--- src/rtl/jtag_tap_ctrl.sv ---
// IEEE 1149.1 TAP controller with a 4-bit instruction register and the BYPASS and IDCODE data registers.
// It drives the boundary-scan control strobes and the TDO serial mux.
module jtag_tap_ctrl #(
  parameter int          IR_WIDTH     = 4,
  parameter logic [31:0] IDCODE_VALUE = 32'h1000_0A5B
) (
  input  logic                TCK,
  input  logic                TRST,
  input  logic                TMS,
  input  logic                TDI,
  input  logic                bsr_tdo,
  output logic                TDO,
  output logic                tdo_en,
  output logic                dr_capture,
  output logic                dr_shift,
  output logic                dr_update,
  output logic                bsr_select,
  output logic                mode,
  output logic                tlr_reset,
  output logic [IR_WIDTH-1:0] ir_value
);

  typedef enum logic [3:0] {
    TLR, RTI, SEL_DR, CAP_DR, SHIFT_DR, EXIT1_DR, PAUSE_DR, EXIT2_DR, UPD_DR,
    SEL_IR, CAP_IR, SHIFT_IR, EXIT1_IR, PAUSE_IR, EXIT2_IR, UPD_IR
  } tap_state_t;

  localparam logic [IR_WIDTH-1:0] OP_EXTEST = '0;
  localparam logic [IR_WIDTH-1:0] OP_IDCODE = IR_WIDTH'(1);
  localparam logic [IR_WIDTH-1:0] OP_SAMPLE = IR_WIDTH'(2);

  tap_state_t          state;
  logic [IR_WIDTH-1:0] ir, ir_shift;
  logic                bypass_reg;
  logic [31:0]         id_shift;
  logic                sel_idcode, sel_bypass;

  always_ff @(posedge TCK) begin
    if (TRST) state <= TLR;
    else begin
      unique case (state)
        TLR:      state <= TMS ? TLR      : RTI;
        RTI:      state <= TMS ? SEL_DR   : RTI;
        SEL_DR:   state <= TMS ? SEL_IR   : CAP_DR;
        CAP_DR:   state <= TMS ? EXIT1_DR : SHIFT_DR;
        SHIFT_DR: state <= TMS ? EXIT1_DR : SHIFT_DR;
        EXIT1_DR: state <= TMS ? UPD_DR   : PAUSE_DR;
        PAUSE_DR: state <= TMS ? EXIT2_DR : PAUSE_DR;
        EXIT2_DR: state <= TMS ? UPD_DR   : SHIFT_DR;
        UPD_DR:   state <= TMS ? SEL_DR   : RTI;
        SEL_IR:   state <= TMS ? TLR      : CAP_IR;
        CAP_IR:   state <= TMS ? EXIT1_IR : SHIFT_IR;
        SHIFT_IR: state <= TMS ? EXIT1_IR : SHIFT_IR;
        EXIT1_IR: state <= TMS ? UPD_IR   : PAUSE_IR;
        PAUSE_IR: state <= TMS ? EXIT2_IR : PAUSE_IR;
        EXIT2_IR: state <= TMS ? UPD_IR   : SHIFT_IR;
        UPD_IR:   state <= TMS ? SEL_DR   : RTI;
        default:  state <= TLR;
      endcase
    end
  end

  // ir moves only on reset, in TLR, or in UPD_IR; ir_shift is the serial staging copy
  always_ff @(posedge TCK) begin
    if (TRST) begin
      ir       <= OP_IDCODE;
      ir_shift <= '0;
    end else begin
      if (state == TLR)         ir <= OP_IDCODE;
      else if (state == UPD_IR) ir <= ir_shift;
      if (state == CAP_IR)        ir_shift <= IR_WIDTH'(1);
      else if (state == SHIFT_IR) ir_shift <= {TDI, ir_shift[IR_WIDTH-1:1]};
    end
  end

  assign bsr_select = (ir == OP_EXTEST) || (ir == OP_SAMPLE);
  assign mode       = (ir == OP_EXTEST);
  assign sel_idcode = (ir == OP_IDCODE);
  assign sel_bypass = !bsr_select && !sel_idcode;

  always_ff @(posedge TCK) begin
    if (TRST) begin
      bypass_reg <= 1'b0;
      id_shift   <= '0;
    end else begin
      if (sel_bypass) begin
        if (state == CAP_DR)        bypass_reg <= 1'b0;
        else if (state == SHIFT_DR) bypass_reg <= TDI;
      end
      if (sel_idcode) begin
        if (state == CAP_DR)        id_shift <= IDCODE_VALUE;
        else if (state == SHIFT_DR) id_shift <= {TDI, id_shift[31:1]};
      end
    end
  end

  // Strobes are raw state decodes, so the BSR acts on the edge leaving each state
  assign dr_capture = (state == CAP_DR);
  assign dr_shift   = (state == SHIFT_DR);
  assign dr_update  = (state == UPD_DR);
  assign tlr_reset  = (state == TLR);
  assign tdo_en     = (state == SHIFT_DR) || (state == SHIFT_IR);
  assign ir_value   = ir;

  always_comb begin
    TDO = 1'b0;
    if (state == SHIFT_IR) TDO = ir_shift[0];
    else if (state == SHIFT_DR) begin
      if (bsr_select)      TDO = bsr_tdo;
      else if (sel_idcode) TDO = id_shift[0];
      else                 TDO = bypass_reg;
    end
  end

endmodule

--- config.mk ---
export PLATFORM = sky130hd
export DESIGN_NAME = jtag_tap_ctrl
export DESIGN_NICKNAME = d
export VERILOG_FILES = /design/src/rtl/jtag_tap_ctrl.sv
export SDC_FILE = /design/constraint.sdc
export NUM_CORES = 1
export LEC_CHECK = 0
export BUFFER_PORTS_ARGS = -buffer_cell sky130_fd_sc_hd__buf_2
export CAP_MARGIN = 20
export CORE_UTILIZATION = 45
export DETAILED_ROUTE_END_ITERATION = 7
export GPL_TIMING_DRIVEN = 0
export HOLD_SLACK_MARGIN = 0.05
export PLACE_DENSITY = 0.6
export SLEW_MARGIN = 30
export SYNTH_ARGS = -nofsm -noshare
export SYNTH_HDL_FRONTEND = slang
export SYNTH_SLANG_ARGS = --single-unit
--- constraint.sdc ---
create_clock -name TCK -period 2.64 [get_ports TCK]
set_clock_uncertainty 0.2 [all_clocks]
set_input_delay 0.528 -clock TCK [delete_from_list [all_inputs] [get_ports TCK]]
set_output_delay 0.528 -clock TCK [all_outputs]
set_load 0.02 [all_outputs]
# Word level (Yosys, flattened, before mapping)
# Cells that the tools add are included.
# op_classes
n_shift	0
n_div	0
n_mux	23
bitwise_logic	0
reduce_logical	16
n_eq_ne	17
addsub	0
mul	0
n_lt_le_gt_ge	0
# ops
op	n
$mux 32	2
$pmux 4 s12	1
$eq 4x4->1 const B	8
$eq 4x3->1 const B	4
$mux 4	4
$eq 4x2->1 const B	3
$mux 1	11
$eq 4x1->1 const B	2
$logic_not 4->1	2
$reduce_or 2->1	4
$mux 2	3
$mux 3	2
$reduce_and 2->1	2
$reduce_bool 2->1	2
$reduce_or 3->1	1
$logic_not 1->1	2
$logic_or 1x1->1	2
$logic_and 1x1->1	1
# word_totals
ff_bits	45
in_bits	5
output_inout_bits	12
n_memories	0
elab_cells	62
latchBits	0
rom_bits	0
ram_bits	0

# Longest topological paths before layout
# Gate-level depths: netlist of run 1.
# logic_depth
word_depth	5
ltp_mapped	8
depth_no_buf	4

# Worst setup path before layout of run 1
# No wires, ideal clock.
# synth_timing
path_type	register to output
start	reg state[3]
end	out TDO
required_time_ps	1912
path_slack_ps	-13
path_buffers	4
t_arrival_ps	1925
path_stages_with_launch	9
cell_sequence	dfxtp_1 -> buf_6 -> or4b_4 -> buf_6 -> buf_6 -> buf_6 -> inv_1 -> o21ai_0 -> o32ai_1
# synth_between
elab_chain_cells	3
word_cells_on_any_way	4
classes_between	eq/ne: 2; mux: 2
# synth_lines
element	line_no	source
from (decl)	32	tap_state_t state;
from (signal assigned)	42	TLR: state <= TMS ? TLR : RTI;
from (signal assigned)	43	RTI: state <= TMS ? SEL_DR : RTI;
from (signal assigned)	44	SEL_DR: state <= TMS ? SEL_IR : CAP_DR;
$eq 4x3->1	-	
net dr_shift	15	output logic dr_shift,
$mux 1	108	else if (state == SHIFT_DR) begin
$mux 1	107	if (state == SHIFT_IR) TDO = ir_shift[0];
to (decl)	12	output logic TDO,
# The timed path passes the listed nets, and every way through them passes these cells.

# Worst setup path after layout of run 1
# layout_timing
start	reg state[3]
end	out TDO
# layout_between
elab_chain_cells	3
word_cells_on_any_way	4
classes_between	eq/ne: 2; mux: 2
# layout_lines
element	line_no
$eq 4x3->1	108
$mux 1	108
$mux 1 (*)	107
# Mark *: on every way between the ends. The rest lies on a longest branch, timed or not.

==> impl_metrics.toml, run 1 <==
[sta]
hold_viol = 0
clock.fmax_ghz = 0.400
slew_viol_final = 0
setup_violations = 0
finalCritPeriodShare_pct = 94.7
rsz0062_at_grt = "no"
tns_ns = 0
relSlewSlack_pct = 64.8
worstMarginPinSlew_ns = 0.528
min_period_ns = 2.50

[grt]
grt_overflow_total = 0
grtUsageMet3_pct = 4.27
grt_pass1_wl_um = 7470
antenna_found_initial = 0
grt_max_degree = 15
grtUsageMet1_pct = 29.0
grt_util_met2_pct = 25.6
grt_pass1_vias = 1511
busiest_layer = "met1"
grt_use_total_pct = 18.7

[synth]
synthCells = 237
yosys.area.top_type = "dfxtp_1"
synth_area_um2 = 2140
syn_area_per_cell_um2 = 9.02
seq_area_frac_synth_pct = 42.2
synth.area.top_cells = "dfxtp_1 42%, nor4_1 8.2%, nand2b_1 7.6%, o21bai_1 6.0%, mux2i_1 5.2%"
synth_nets = 242
yosys_warnings = 0
synth_top_area_share_pct = 42.2
ys_types = 41
synth_seq_cells = 45

[cells_and_area]
final_cell_mix = "43 x dfxtp_1, 28 x nor4_1, 26 x nand2b_1"
num-nets-final = 261
largest_reg_flops = 32
max_flop_register = "id_shift"
final_util_pct = 52.6
regArea_um2 = 903
drive_gt1_share_pct = 15.7
design_area_um2 = 2340
area_delta_synth_final_pct = 9.37
final_common_cell = "dfxtp_1"
multi_input_area_um2 = 1080
antenna_cells = 0
fillers = 424

[die]
coreArea_um2 = 4440
die_h_um = 70.9
rows = 24
fp.dieArea_um2 = 5030
start_util_pct = 48.1
die_w_um = 70.9
ios = 17

[critical_path]
cp_max_fo = 11
worstSetupStartpoint = "state[3]$_SDFF_PP0_"
reg2reg_from = "state[3]$_SDFF_PP0_"
critPathLaunchType = "flip-flop"
arrival_ns = 1.77
end_kind = "primary output"
path_class = "reg2out"
required_ns = 1.91

[clock_network]
clockBufferDepth = 2
cts_max_level = 2
ctsRootBufferMaster = "clkbuf_8"
path_clk_slew_ns = 0.08
cts_hold_buf = 0
cts_tree = "done"
clock_latency_ns = 0.29
cts_buffers = 5
cts.sinks = 45

[routing]
drt-pass1-iter-count = 6
postRouteWirelength_um = 4460
drc = 0
avgViaCountPerCell = 5.71
drt-initial-drc-count = 123
ant_nets = 0
vias = 1754
wl_per_cell_um = 14.5

[outcome]
status = "complete, no violations"

[flow_run]
drv_cap = 0

[pwr]
peakVddDrop_mv = 0.214
leakage_nw = 0.858
p_total_mw = 1.26
power_density_nw_per_um2 = 538

[placement]
gp_congestion = 0.798
hpwl_um = 3030
place_area_um2 = 2290
port_buffers = 16

[min_path]
hold_start = "ir_shift[0]$_SDFFE_PP0P_"
hp-class = "reg2reg"
-- logic make-up (layout without fill, tap and decap cells) --
family          Yosys count  count (layout)  share of synthesized area (%)
flops                    45              45                           42.2
compound gates           57              57                           19.1
buf+inv                  34              52                           7.85
xor+xnor                  1               1                          0.410
simple gates             89              89                           25.3
mux                      11              11                           5.15
-- cells in the mapped netlist, drive strengths merged --
library cell,number
a2111oi,2
a211o,1
a211oi,5
a21o,1
a21oi,7
a22oi,1
a31o,6
a31oi,1
and3,1
and3b,1
buf,8
clkbuf,16
dfxtp,45
inv,10
mux2i,11
nand2,8
nand2b,26
nand3,5
nand3b,2
nand4,1
nand4bb,1
nor2,6
nor3,3
nor3b,2
nor4,28
nor4b,2
o21a,1
o21ai,10
o21bai,17
o22ai,1
o311ai,1
o31a,1
o31ai,1
o32ai,1
or2,1
or4b,2
xor2,1
-- critical path, stage by stage, from the launching register on --
cell     delay (ns)
dfxtp_1        0.31
buf_6          0.13
or4b_4         0.57
inv_1          0.11
o21ai_1        0.08
o32ai_2        0.10
buf_4          0.18
-- worst paths after layout --
check / slack (ns) / endpoint / depth (start not counted)
worst max register to register: 0.21 / id_shift[24]$_SDFFE_PP0P_ / 7
worst min register to register: 0.26 / ir_shift[0]$_SDFFE_PP0P_ / 2
worst min-delay path: 0.26 / ir_shift[0]$_SDFFE_PP0P_ / 2
worst max-delay path: 0.14 / TDO / 6
-- repair_timing --
action	4_1_cts	5_1_grt
pin swaps	1	0
setup endpoints to repair	4	1
gates resized for setup	4	0
setup buffers	2	0
-- report_power, final --
part | internal, mW | leakage (nW) | switching, mW
Clock | 0.175 | 0.0399 | 0.219
Sequential | 0.691 | 0.364 | 0.0138
Combinational | 0.0581 | 0.455 | 0.101
Total | 0.923 | 0.858 | 0.334
-- routing by layer --
layer,share of wire [%],vias to the layer above
li1,-,895
met1,55,814
met2,41,43
met3,3.8,2
met4,0.58,0
met5,0,-
-- layout make-up --
cell class                      instances  area share, %
Inverter                               10           1.61
Sequential cell                        45           38.7
Buffer                                 18           3.59
Tap cell                               52           2.78
Timing Repair Buffer                   18           4.18
Clock buffer                            5           2.94
Multi-Input combinational cell        158           46.0
Clock inverter                          1          0.214
-- per-stage QoR --
step,hold WS [ns],setup WS [ns],std cells
3_3_place_gp,0.241,0.0312,305
6_report,0.258,0.141,307
4_1_cts,0.258,0.0752,308
3_5_place_dp,0.247,0.0451,305
5_1_grt,0.281,0.0213,307
2_1_floorplan,0.231,0.0786,237
No activity file was read; power rests on OpenSTA's default activity.
==> run 2: changes to the inputs <==
--- a/config.mk
+++ b/config.mk
@@ -7,11 +7,11 @@
 export LEC_CHECK = 0
 export BUFFER_PORTS_ARGS = -buffer_cell sky130_fd_sc_hd__buf_2
 export CAP_MARGIN = 20
-export CORE_UTILIZATION = 45
+export CORE_UTILIZATION = 55
 export DETAILED_ROUTE_END_ITERATION = 7
 export GPL_TIMING_DRIVEN = 0
 export HOLD_SLACK_MARGIN = 0.05
-export PLACE_DENSITY = 0.6
+export PLACE_DENSITY = 0.71
 export SLEW_MARGIN = 30
 export SYNTH_ARGS = -nofsm -noshare
 export SYNTH_HDL_FRONTEND = slang
==> impl_metrics.toml, run 2 (synthesized netlist as in run 1, its figures left out) <==
[grt]
grt_pass1_vias = 1675
grt_overflow_total = 0
antenna_found_initial = 0
grt_use_total_pct = 24.2
grt_pass1_wl_um = 7740
grt_max_degree = 13

[pwr]
power_density_nw_per_um2 = 540
p_total_mw = 1.26
power.internal_mw = 0.923
power_frac_seq_pct = 56.0
switching_share_pct = 26.7
leakage_nw = 0.859
power_frac_comb_pct = 12.6
p_sw_mw = 0.337
p_clk_share_pct = 31.4
peakVddDrop_mv = 0.313

[sta]
clock.fmax_ghz = 0.395
slew_viol_final = 0
relSlewSlack_pct = 67.5
worstMarginPinSlew_ns = 0.487
finalCritPeriodShare_pct = 95.9
hold_viol = 0
min_period_ns = 2.53
setup_violations = 0
tns_ns = 0
rsz0062_at_grt = "no"

[flow_run]
drv_cap = 0

[routing]
wl_per_cell_um = 14.6
avgViaCountPerCell = 5.88
drt-initial-drc-count = 144
postRouteWirelength_um = 4430
vias = 1782
drc = 0
ant_nets = 0
drt-pass1-iter-count = 4

[placement]
port_buffers = 16
gp_congestion = 0.839
hpwl_um = 3030
place_area_um2 = 2280

[cells_and_area]
final_cell_mix = "42 x dfxtp_1, 28 x nor4_1, 26 x nand2b_1"
antenna_cells = 0
drive_gt1_share_pct = 16.1
area_delta_synth_final_pct = 9.19
final_common_cell = "dfxtp_1"
max_flop_register = "id_shift"
design_area_um2 = 2330
num-nets-final = 261
largest_reg_flops = 32

[min_path]
hold_start = "ir_shift[0]$_SDFFE_PP0P_"
hp-class = "reg2reg"

[clock_network]
ctsRootBufferMaster = "clkbuf_8"
clockBufferDepth = 2
cts_hold_buf = 0
path_clk_slew_ns = 0.08
cts_tree = "done"
cts_buffers = 5
cts.sinks = 45
cts_max_level = 2
clock_latency_ns = 0.30

[die]
rows = 22
coreArea_um2 = 3690
fp.dieArea_um2 = 4140
ios = 17
die_h_um = 64.3
start_util_pct = 57.9
die_w_um = 64.3

[outcome]
status = "complete, no violations"

[critical_path]
arrival_ns = 1.80
path_class = "reg2out"
worstSetupStartpoint = "state[3]$_SDFF_PP0_"
critPathLaunchType = "flip-flop"
end_kind = "primary output"
cp_max_fo = 11
required_ns = 1.91
reg2reg_from = "state[3]$_SDFF_PP0_"
==> run 2: changes by cell type in the layout (fill, tap and decap cells not counted) <==
cell	delta
dfxtp_1	-1
dfxtp_2	+1
==> run 2: final timing paths <==
path                               endpoint  slack, ns  cells past startpoint
hold reg to reg    ir_shift[0]$_SDFFE_PP0P_       0.26                      2
hold / removal     ir_shift[0]$_SDFFE_PP0P_       0.26                      2
setup reg to reg  id_shift[26]$_SDFFE_PP0P_       0.23                      7
setup / recovery                        TDO       0.11                      6
==> run 2: area by class of cell <==
cell class	instances	area [um^2]
fillers	345	1360
multi-input cells	158	1080
flip-flops and latches	45	905
repair buffers	18	97.6
plain buffers	18	83.8
clock buffers	5	68.8
well taps	48	60.1
inverters	10	37.5
clock inverters	1	5.00
==> run 2: worst max-delay path: stages (launching register included) <==
cell and delay, ns:
dfxtp_1 0.31, buf_6 0.13, or4b_4 0.56, inv_1 0.11, o21ai_1 0.08, o32ai_2 0.14
buf_4 0.18
==> run 2: per-layer routing <==
metal  share of wire [%]  global-route usage (%)
met3                 4.2                    4.64
met2                  43                    37.5
met4                 1.6                    10.0
met5                   0                       0
met1                  51                    32.6
==> run 2: per-stage QoR <==
step	setup WS, ns	hold slack (ns)	util, %	cells
3_5_place_dp	0.0320	0.244	61.9	301
2_1_floorplan	0.0786	0.231	-	237
6_report	0.108	0.257	63.3	303
4_1_cts	0.00199	0.255	63.6	305
5_1_grt	0.0333	0.276	63.3	303
3_3_place_gp	0.0554	0.240	61.9	301
==> run 2: timing repair <==
action,CTS,global route
cloned,0,0
setup endpoints to repair,4,2
endpoints found under the hold margin,0,0
pin swaps,2,0
buffers inserted,2,0
gates resized for setup,4,1
==> run 2: power by group through the flow <==
| stage | Combinational [mW] | Sequential, mW | Clock [mW] |
|---|---|---|---|
| after CTS | 0.161 | 0.705 | 0.401 |
| after global routing | 0.174 | 0.708 | 0.425 |
| after detailed placement | 0.173 | 0.711 | 0 |
| final | 0.159 | 0.705 | 0.396 |
| after global placement | 0.171 | 0.710 | 0 |
| after floorplan | 0.129 | 0.709 | 0 |
